`src/rtl/bin_to_bcd_seq.sv`:
```
//==============================================================================
// Module   : bin_to_bcd_seq
// Purpose  : Sequential double-dabble binary-to-BCD converter, one bit per clock,
//            with start/busy/done handshake and leading-zero blank flags.
// Revision : 1.0
//==============================================================================
`default_nettype none

module bin_to_bcd_seq #(
  parameter int BIN_W = 10,
  parameter int NDIG  = 4
) (
  input  logic                Clk_In,
  input  logic                Rst_N_In,
  input  logic                Start_In,
  input  logic [BIN_W-1:0]    Bin_In,
  output logic                Busy_Out,
  output logic                Done_Out,
  output logic [4*NDIG-1:0]   Bcd_Out,
  output logic [NDIG-1:0]     Blank_Out
);

  localparam int              W      = 4*NDIG + BIN_W;
  localparam int              CW     = $clog2(BIN_W + 1);
  localparam logic [CW-1:0]   C_LAST = CW'(BIN_W - 1);
  localparam logic [NDIG-1:0] C_BLANK_RST = {{(NDIG-1){1'b1}}, 1'b0};

  typedef enum logic [1:0] {
    S_IDLE = 2'd0,
    S_CONV = 2'd1,
    S_DONE = 2'd2
  } state_t;

  state_t              state_q;
  logic [W-1:0]        work_q;
  logic [CW-1:0]       cnt_q;
  logic                busy_q;
  logic                done_q;
  logic [4*NDIG-1:0]   bcd_q;
  logic [NDIG-1:0]     blank_q;

  logic [W-1:0]        work_adj;
  logic [W-1:0]        work_d;
  logic [NDIG-1:0]     blank_d;

  // Work register is {BCD digits, binary}; only the BCD digits get the add-3.
  assign work_adj[BIN_W-1:0] = work_q[BIN_W-1:0];

  for (genvar i = 0; i < NDIG; i++) begin : g_adj
    assign work_adj[BIN_W+4*i +: 4] = (work_q[BIN_W+4*i +: 4] >= 4'd5) ?
                                      work_q[BIN_W+4*i +: 4] + 4'd3 :
                                      work_q[BIN_W+4*i +: 4];
  end

  assign work_d = work_adj << 1;

  // Blank flags scan down from the MSD using the post-shift digits, so they
  // are valid on the completion edge; the ones digit is never blanked.
  always_comb begin
    logic lead;
    lead    = 1'b1;
    blank_d = '0;
    for (int i = NDIG-1; i > 0; i--) begin
      lead       = lead & (work_d[BIN_W+4*i +: 4] == 4'd0);
      blank_d[i] = lead;
    end
  end

  always_ff @(posedge Clk_In or negedge Rst_N_In) begin
    if (!Rst_N_In) begin
      state_q <= S_IDLE;
      work_q  <= '0;
      cnt_q   <= '0;
      busy_q  <= 1'b0;
      done_q  <= 1'b0;
      bcd_q   <= '0;
      blank_q <= C_BLANK_RST;
    end else begin
      case (state_q)
        S_IDLE, S_DONE: begin
          done_q <= 1'b0;
          if (Start_In) begin
            work_q  <= {{(4*NDIG){1'b0}}, Bin_In};
            cnt_q   <= '0;
            busy_q  <= 1'b1;
            state_q <= S_CONV;
          end else begin
            state_q <= S_IDLE;
          end
        end
        S_CONV: begin
          work_q <= work_d;
          cnt_q  <= cnt_q + 1'b1;
          if (cnt_q == C_LAST) begin
            bcd_q   <= work_d[W-1:BIN_W];
            blank_q <= blank_d;
            busy_q  <= 1'b0;
            done_q  <= 1'b1;
            state_q <= S_DONE;
          end
        end
        default: begin
          busy_q  <= 1'b0;
          done_q  <= 1'b0;
          state_q <= S_IDLE;
        end
      endcase
    end
  end

  assign Busy_Out  = busy_q;
  assign Done_Out  = done_q;
  assign Bcd_Out   = bcd_q;
  assign Blank_Out = blank_q;

endmodule

`default_nettype wire

```
`config.mk`:
```
export PLATFORM = sky130hd
export DESIGN_NAME = bin_to_bcd_seq
export DESIGN_NICKNAME = d
export VERILOG_FILES = /design/src/rtl/bin_to_bcd_seq.sv
export SDC_FILE = /design/constraint.sdc
export NUM_CORES = 1
export LEC_CHECK = 0
export ABC_CLOCK_PERIOD_IN_PS = 3150
export CORE_MARGIN = 2
export CORE_UTILIZATION = 40
export CTS_BUF_LIST = sky130_fd_sc_hd__clkbuf_16
export DETAILED_ROUTE_END_ITERATION = 8
export GPL_ROUTABILITY_DRIVEN = 0
export PLACE_DENSITY = 0.61
export SLEW_MARGIN = 20
export SYNTH_ARGS = -nofsm -noshare
export SYNTH_HDL_FRONTEND = slang
export SYNTH_SLANG_ARGS = --single-unit
```
`constraint.sdc`:
```
create_clock -name Clk_In -period 3.15 [get_ports Clk_In]
set_clock_uncertainty 0.05 [all_clocks]
set_input_delay 0.315 -clock Clk_In [delete_from_list [all_inputs] [get_ports Clk_In]]
set_output_delay 0.315 -clock Clk_In [all_outputs]
set_load 0.005 [all_outputs]
```
==> run_results.csv <==
group,metric,value,unit
worst_setup_path,critPathArrivalTime,2.37,ns
worst_setup_path,path_buf_inv,2,
final_layout,finalNetCount,306,
timing,setup_tns,0,ns
worst_setup_path,slowest_stage,"dfrtp_1",
worst_hold_path,hold_path.class,"register to register",
floorplanning,coreArea,5960,um^2
place,dpl.hpwl,3600,um
worst_setup_path,critPathTopFamily,"simple AND/OR/NAND/NOR gates",
pwr,ir_drop,519,uV
clock_tree,clock-sinks,52,
yosys,yosysWarningCount,0,
timing,rsz0062_at_grt,"no",
yosys,synth.cell_area,2490,um^2
worst_setup_path,critical_path_cell_count,9,
worst_setup_path,critPathLaunchType,"register",
routing,drtAntennaViolNets,0,
timing,fmax,457,MHz
timing,hold_viol_final,0,
floorplanning,top_level_ports,35,
timing,fin_crit_sh,69.4,%
global_routing,grt_start_max_net_pins,35,
floorplanning,die_area,6880,um^2
yosys,syn_avg_cell_area,9.97,um^2
worst_setup_path,worst_r2r_path_depth,9,
yosys,synth_cell_types,36,
timing,setup_violations,0,
pwr,p_sw_share,38.7,%
clock_tree,htree_levels,2,
pwr,p_int,1.98,mW
timing,finalCriticalPeriod,2.19,ns
routing,routed_wirelength,5270,um
global_routing,grt_pass1_wl,9090,um
yosys,ys_seq_area_share,52.4,%
worst_setup_path,critical_path.max_fanout,25,
timing,relSlewSlack,52.4,%
pwr,leakage,1.38,nW
clock_tree,cts_buffers,5,
clock_tree,cts.path.max_buffers,2,
place,pre_cts_slack,0.749,ns
routing,dr.pass1.iters,4,
worst_setup_path,worstPathRequired,3.33,ns
final_layout,syn_to_final_growth,21.7,%
clock_tree,clk_pin_slew,0.07,ns
routing,via_count,1866,
pwr,powerDensity,1070,nW/um^2
pwr,power.share.combinational,45.7,%
floorplanning,die_w,82.9,um
routing,avgRoutedWirePerCell,14.7,um
floorplanning,rows,28,
final_layout,final_util,50.9,%
routing,met2_length,2500,um
clock_tree,clock_latency,0.29,ns
global_routing,antenna_found_initial,0,
timing,fin_ws,0.963,ns
worst_hold_path,min_delay_path_depth,2,
status,status,"finished clean",
global_routing,grt_pass1_vias,1898,
global_routing,grt.total_usage,16.2,%
routing,post_drt_via_cell_ratio,5.20,
clock_tree,cts_tree,"done",
clock_tree,postCtsSetupRepairBufs,0,
routing,drcViolationCount,0,
yosys,syn-num-nets,273,
worst_setup_path,setup.worst_path.end_class,"register",
floorplanning,initial_core_util,41.8,%
yosys,synthCells,250,
routing,met3_length,282,um
pwr,p_sw,1.25,mW
global_routing,grt_overflow,0,
timing,tightest_slew,0.712,ns
final_layout,num_antenna_cells,0,
place,portBuffers,33,
final_layout,drive_gt1_share,7.39,%
yosys,ys_ff_latch,52,
job,drv_cap,0,
worst_setup_path,crit_chain,"inv_1 > ha_1 > nand2_1 > nor2_1 > nand2_4 > clkinv_2 > nand4b_4 > a2111oi_4 > a32o_1",
pwr,pwr-share-clk,16.4,%
timing,timing.final.max_slew_violations,0,
pwr,pwr-share-seq,37.9,%
clock_tree,clockRootBuffer,"clkbuf_16",
routing,first_iter_violations,34,
routing,met1_length,2410,um
worst_setup_path,crit_path_max_incr_delay,0.40,ns
worst_setup_path,crit_type,"register to register",
routing,maxUsedRoutingLayer,"met4",
floorplanning,die_height,82.9,um
==> what timing repair did <==
action	in CTS	in global routing
hold buffers	1	0
gates resized for setup	0	0
endpoints found under the hold margin	15	0
==> layer usage <==
| layer | global-route usage [%] | up-vias |
|---|---|---|
| li1 | - | 919 |
| met1 | 20.4 | 891 |
| met2 | 27.0 | 48 |
| met3 | 5.17 | 8 |
| met4 | 4.32 | 0 |
| met5 | 0 | - |
==> kinds of logic (layout without fill, tap and decap cells) <==
logic type                 count (synthesis)  after routing  share of synthesized area [%]
buffers and inverters                     21             55                           3.56
DFF                                       52             52                           52.4
and+or+nand+nor                           97             97                           18.7
muxes                                      5              5                           2.01
xor gates and xnor gates                   4              4                           1.41
other                                      1              1                          0.150
adders and majority gates                 10             10                           5.02
AOI/OAI and AO/OA                         60             60                           16.8
==> cell usage after synthesis (all sizes together) <==
cell type	instances	area, um^2
clkinv	1	5.00
a21o	1	7.51
a211o	1	8.76
nor2	11	41.3
a32o	4	40.0
buf	3	20.0
nand4b	1	23.8
clkbuf	8	30.0
nand3	3	15.0
inv	9	33.8
a22oi	9	67.6
a21oi	18	101
a22o	5	43.8
ha	10	125
dfrtp	49	1230
and2	1	6.26
o22ai	4	25.0
a2111oi	1	27.5
dfstp	3	78.8
nand3b	4	30.0
xnor2	4	35.0
conb	1	3.75
nor3b	8	60.1
o31ai	3	22.5
nor2b	1	6.26
nand2b	6	37.5
o21ai	14	73.8
and2b	1	7.51
mux2i	5	50.1
nand4	1	6.26
nand2	60	233
==> flip-flops by register name (all words and copies together), names as in the netlist <==
| register | cells |
|---|---|
| work_q | 26 |
| Bcd_Out | 16 |
| cnt_q | 4 |
| Blank_Out | 3 |
| state_q | 2 |
| Busy_Out | 1 |
==> layout make-up <==
class	count	area, um^2
fillers	570	2920
flip-flops and latches	52	1310
multi-input cells	177	1100
repair buffers	37	358
clock buffers	5	125
well taps	75	93.8
inverters	10	38.8
clock inverters	3	15.0
==> power groups by stage <==
stage                     Combinational [mW]  Clock, mW  Sequential (mW)
after floorplan                        0.987          0             1.20
after global routing                    1.69      0.575             1.27
final                                   1.48      0.531             1.23
after CTS                               1.50      0.544             1.23
after detailed placement                1.49          0             1.23
after global placement                  1.46          0             1.23
==> tightest hold or removal path, stage by stage (launching register included) <==
cell	delay, ns
dfstp_2	0.37
nand2_1	0.05
nand2_1	0.04
==> path summary, 6_finish.rpt <==
kind / from / to / slack [ns]
hold reg to reg: Blank_Out[3] / Blank_Out[3] / 0.41
hold / removal: Blank_Out[3] / Blank_Out[3] / 0.41
setup / recovery: cnt_q[1] / Blank_Out[1] / 0.96
setup reg to reg: cnt_q[1] / Blank_Out[1] / 0.96
min in group asynchronous: Rst_N_In / Bcd_Out[15] / 0.44
max in group asynchronous: Rst_N_In / Busy_Out / 1.83
==> metrics by stage <==
step / hold WS, ns / cells / area, um^2 / power [mW]
6_report: 0.408 / 359 / 3030 / 3.23
5_1_grt: 0.449 / 359 / 3030 / 3.53
4_1_cts: 0.412 / 359 / 3030 / 3.27
3_5_place_dp: 0.234 / 350 / 2880 / 2.73
3_3_place_gp: 0.224 / 350 / 2880 / 2.70
2_1_floorplan: -0.0306 / 250 / 2490 / 2.19
==> cells in the final DEF, fill, tap and decap left out, types with 3 or more instances in the layout <==
cell type,n
o22ai_1,4
ha_1,10
nand2b_1,6
nand2_1,59
inv_1,10
nand3_1,3
xnor2_1,4
nor2_1,11
dfrtp_1,49
clkbuf_16,5
a22o_1,5
a21oi_2,3
buf_4,3
nand3b_1,4
nor3b_1,8
o21ai_0,12
a32o_1,4
a22oi_1,9
a21oi_1,15
clkdlybuf4s50_1,32
dfstp_2,3
o31ai_1,3
mux2i_1,5
No activity file was read; power rests on OpenSTA's default activity.
==> patch 1 (same flow settings) <==
`NDIG`: 4 -> 5.
--- a/src/rtl/bin_to_bcd_seq.sv
+++ b/src/rtl/bin_to_bcd_seq.sv
@@ -10,3 +10,3 @@
   parameter int BIN_W = 10,
-  parameter int NDIG  = 4
+  parameter int NDIG  = 5
 ) (
Ports: changed (resized Bcd_Out and Blank_Out); port bits go from 35 to 40. The function was not compared with the original's and may differ.
==> patch 1 against the unedited design <==
- first-iteration DRC count rose to 3.4 times the old value
- sequential cell count rose by 9
- total power rose by 22%
- cell area is 20% higher
- area after synthesis increased by 17%
- setup slack better by 0.15 ns
- routed wire length up 15%
- fmax increased by 7.6%
- global-route usage grew 0.87 points
- via count up 20%
- critical path type unchanged
- critical endpoint is now Blank_Out[3]
- largest cell class unchanged
- largest power group unchanged
==> patch 1: results (changes against the unedited design) <==
Detailed routing
The routed metal-1 wirelength was 2820 um (+17%). The wire length on met2 is 2850 um (+14%). The post-detailed-routing wire length is 6040 um (+15%).

The met3 wire length came to 290 um (+2.8%). The routed via count divided by cell count is 5.14 (-1.1%).

Cells and area
The layout cell share with drive strength beyond 1 came to 8.90% (+1.5 points). The fill cell total of the finished layout is 658 (+15%). The number of nets in the final layout is 358 (+17%).

Critical path
The highest fanout seen on the critical path is 5 (-80%). The kind of cell with the highest combined delay along the critical path is compound AO/OA/AOI/OAI gates.

Status
The run finished with clean final reports.

Logic synthesis
The number of instances in the synthesized netlist is 291 (+16%). The number of nets in the synthesized netlist came to 316 (+16%). After synthesis, the cell types taking the most area are sky130_fd_sc_hd__dfrtp_1 (49%), sky130_fd_sc_hd__nand2_1 (9.1%), sky130_fd_sc_hd__ha_1 (5.1%). In the synthesized netlist, the cells that appear most often are sky130_fd_sc_hd__nand2_1 (71), sky130_fd_sc_hd__dfrtp_1 (57), sky130_fd_sc_hd__o21ai_0 (23). The count of unique library cells instantiated by Yosys came to 42 (+17%).

Placed design
The total placed cells including tap cells is 421 (+20%). The placed wire-length estimate after detailed placement came to 4120 um (+14%). The post-placement worst setup slack is 1.08 ns (+0.334 ns).

Clocking
The number of buffers inserted during clock tree synthesis is 9 (+4). The insertion delay of the later-clocked pin in the worst-skew pair is 0.32 ns (+0.03 ns).

Global routing
The met2 usage was 27.0% (about the same). The total routing resource utilization after global routing came to 17.1% (+0.87 points). The pin count of the biggest net entering global routing was 37 (+5.7%). The routing usage on met1 is 21.6% (+1.1 points). The met3 global-route usage was 5.63% (+0.46 points).

Power
The maximum VDD drop is 0.555 mV (+7.0%).
-- patch 1: cell types whose count changed after synthesis, sizes merged, moves of 3 or more --
cell    change
nand2      +12
o21ai      +11
dfrtp       +8
nor2        -8
buf         +6
clkbuf      -5
a21oi       -4
inv         +4
nand3b      -4
o22ai       +4
o31ai       +3
-- patch 1: final timing paths --
kind | cells past startpoint | slack, ns | end
max | 7 | 1.12 | Blank_Out[3]
min | 1 | 0.03 | work_q[19]
max reg2reg | 7 | 1.12 | Blank_Out[3]
min reg2reg | 2 | 0.42 | Bcd_Out[19]
max in group asynchronous | 2 | 2.25 | Blank_Out[3]
min in group Clk_In | 2 | 0.42 | Bcd_Out[19]
-- patch 1: report_power, final --
| group | internal (W) | switching, W | leakage (nW) |
|---|---|---|---|
| Clock | 0.000511 | 0.000319 | 0.130 |
| Sequential | 0.00114 | 0.000258 | 0.755 |
| Combinational | 0.000819 | 0.000901 | 0.772 |
-- patch 1: layout make-up --
type,instances,area share [%]
repair buffers,43,11.3
flip-flops and latches,61,42.1
well taps,99,3.40
clock buffers,9,6.19
multi-input cells,205,35.0
clock inverters,6,0.653
inverters,13,1.34
-- patch 1: kinds of logic after synthesis --
group           after synthesis  share of synthesized area [%]
compound gates               77                           17.4
buf+inv                      25                           3.98
flops                        61                           52.4
simple gates                102                           16.7
fa+ha+maj                    12                           5.14
other cells                   1                          0.128
mux                           8                           2.78
xor+xnor                      5                           1.50
-- patch 1: per-stage QoR --
| step | hold slack, ns | power (W) |
|---|---|---|
| final | 0.0292 | 0.00395 |
| after global routing | 0.0951 | 0.00429 |
| after CTS | 0.0423 | 0.00399 |
| after detailed placement | 0.400 | 0.00313 |
| after global placement | 0.392 | 0.00311 |
| after floorplan | -0.0306 | 0.00253 |
==> patch 2 (same flow settings) <==
Without the edit above. Re-encode `state_t` (3 states) as one-hot, 3 bits wide.
--- a/src/rtl/bin_to_bcd_seq.sv
+++ b/src/rtl/bin_to_bcd_seq.sv
@@ -27,6 +27,6 @@
 
-  typedef enum logic [1:0] {
-    S_IDLE = 2'd0,
-    S_CONV = 2'd1,
-    S_DONE = 2'd2
+  typedef enum logic [2:0] {
+    S_IDLE = 3'b001,
+    S_CONV = 3'b010,
+    S_DONE = 3'b100
   } state_t;
Function: no difference found for any inputs over 10 cycles, from zero or initial values and one cycle with Rst_N_In low; not proved beyond that.
==> patch 2 against the unedited design <==
- cell area increased by 1.3%
- synthesized cell count increased by 3.6%
- via count increased by 0.11%
- worst hold slack got worse by 0.32 ns
- setup slack improved by 0.027 ns
- critical path type unchanged
- area after synthesis increased by 1.8%
- routed wire length decreased by 5.0%
- first-iteration DRC count increased to 2.9 times the old value
- sequential cell count increased by 1
Power is not compared: it rests on default switching activity, and its combinational part moved more than twofold at a synthesized area within 25%.
==> patch 2: results (changes against the unedited design) <==
Cells and area
The number of nets in the final layout was 314 (+2.6%). The flip-flop count of the largest register after layout was 26 (unchanged). The number of antenna repair diodes is 0 (unchanged). The most flop-heavy register is work_q. The layout cell share with drive strength beyond 1 came to 7.53% (+0.14 points).

Logic synthesis
The post-synthesis mux area share is 2.07% (+0.064 points). The sequential share of the synthesized area came to 52.5% (+0.13 points). The count of unique library cells instantiated by Yosys is 34 (-5.6%). The post-synthesis share of cell area spent on xor and xnor gates was 2.07% (+0.67 points). By count the netlist is led by sky130_fd_sc_hd__dfrtp_1 (49), sky130_fd_sc_hd__o21ai_0 (33), sky130_fd_sc_hd__nand2_1 (27).

The compound-gate portion of the synthesized area is 15.7% (-1.0 points). The async set-or-reset flop fraction in the synthesized netlist is 100% (unchanged). The total of warnings raised by yosys is 0 (unchanged).

Sorting the synthesized cells by area gives the leading types as sky130_fd_sc_hd__dfrtp_1 (48%), sky130_fd_sc_hd__o21ai_0 (6.5%), sky130_fd_sc_hd__ha_1 (4.9%). The number of nets in the synthesized netlist was 282 (+3.3%). The post-synthesis adder-cell area fraction is 4.93% (-0.087 points).

Global routing
The met2 usage is 27.2% (+0.22 points). The routing usage on met1 was 20.3% (-0.076 points). The global-route wire length before repair came to 9070 um (-0.15%). The total routing resource utilization after global routing is 16.0% (-0.25 points). The met3 global-route usage came to 3.56% (-1.6 points). The initial antenna violation count was 0 (unchanged). The pin count of the biggest net entering global routing came to 54 (+54%).

Power
The leakage dissipation is 1.31 nW. Power attributed to combinational cells is 0.000495 W. The sequential power is between 0.0008 and 0.0009 W. The fraction of power spent switching nets is 32.1%.

Critical path
The worst path arrival time is 2.34 ns (-0.03 ns). The highest fanout seen on the critical path is 34 (+36%). The worst setup path startpoint is state_q[2]. The logic depth of the worst register-to-register path came to 7 (-2).

The reg-to-reg endpoint is Blank_Out[1]. The minimum setup slack among reg-to-reg paths is 0.99 ns (+0.03 ns).

Clocking
The number of buffers added for setup after CTS came to 0 (unchanged). The number of H-tree branching levels is 2 (unchanged). The number of cells upsized or downsized after cts is 0 (unchanged).

The insertion delay of the later-clocked pin in the worst-skew pair is 0.29 ns (about the same). The clock transition at the register clock pins on the worst setup and hold paths after CTS is 0.07 ns (about the same). The maximum clock path buffer count came to 2 (unchanged). The number of buffers inserted during clock tree synthesis is 5 (unchanged).

The tree is rooted in a sky130_fd_sc_hd__clkbuf_16.

Detailed routing
The met3 wire length is 145 um (-49%). The count of TritonRoute iterations in the first routing pass is 4 (unchanged). The post-detailed-routing wire length came to 5010 um (-5.0%). The wire length on met2 is 2450 um (-2.0%).

The routed metal-1 wirelength is 2350 um (-2.9%). The highest signal layer in the routed design is met4. The initial detailed-routing violation count is 99 (+190%). The total via count after detailed routing came to 1868 (+0.11%).

Timing
The pin slew with the least headroom to its limit was 0.654 ns (-0.0576 ns). The count of final hold-check violations is 0 (unchanged).

Placed design
The post-placement worst setup slack is 1.01 ns (+0.256 ns). The placed wire-length estimate after detailed placement is 3400 um (-5.6%). The count of port buffers added during placement was 33 (unchanged).

Status
The run finished with clean final reports.

Worst hold path
The min-delay analysis places its worst path in the category in2async.
-- patch 2: worst max-delay path by stage --
| stage | slack (ns) | cells after the start | end |
|---|---|---|---|
| after floorplan | 1.13 | 8 | Blank_Out[1] |
| after global placement | 1.07 | 7 | Blank_Out[1] |
| after detailed placement | 1.01 | 7 | Blank_Out[1] |
| after CTS | 0.98 | 7 | Blank_Out[1] |
| after global routing | 0.84 | 7 | Blank_Out[1] |
| final | 0.99 | 7 | Blank_Out[1] |
-- patch 2: logic make-up after synthesis --
logic type / count (synthesis)
adders and majority gates: 10
muxes: 5
DFF: 53
xor gates and xnor gates: 6
AOI/OAI and AO/OA: 66
other: 1
and+or+nand+nor: 91
buffers and inverters: 27
-- patch 2: metrics by stage --
step                      utilization (%)  std cells  area (um2)  total power, W  hold slack [ns]
after floorplan                         -        259        2540         0.00123          -0.0306
after global placement               47.0        361        2930         0.00139            0.416
after detailed placement             47.0        361        2930         0.00141            0.425
after CTS                            49.2        369        3070         0.00195            0.125
after global routing                 49.2        369        3070         0.00206            0.164
final                                49.2        369        3070         0.00192           0.0888
-- patch 2: area by class of cell --
type	instances	area (um2)
Sequential cell	53	1330
Clock inverter	3	13.8
Timing Repair Buffer	38	363
Inverter	14	57.6
Clock buffer	5	125
Multi-Input combinational cell	179	1090
Fill cell	598	3170
Tap cell	77	96.3
-- patch 2: worst max-delay path, cell delays in order (launching register included) --
cell	delay [ns]
sky130_fd_sc_hd__dfrtp_1	0.41
sky130_fd_sc_hd__or3b_1	0.41
sky130_fd_sc_hd__or2_1	0.25
sky130_fd_sc_hd__buf_4	0.24
sky130_fd_sc_hd__clkinv_4	0.10
sky130_fd_sc_hd__nand4b_4	0.10
sky130_fd_sc_hd__a2111oi_4	0.32
sky130_fd_sc_hd__a32o_1	0.22
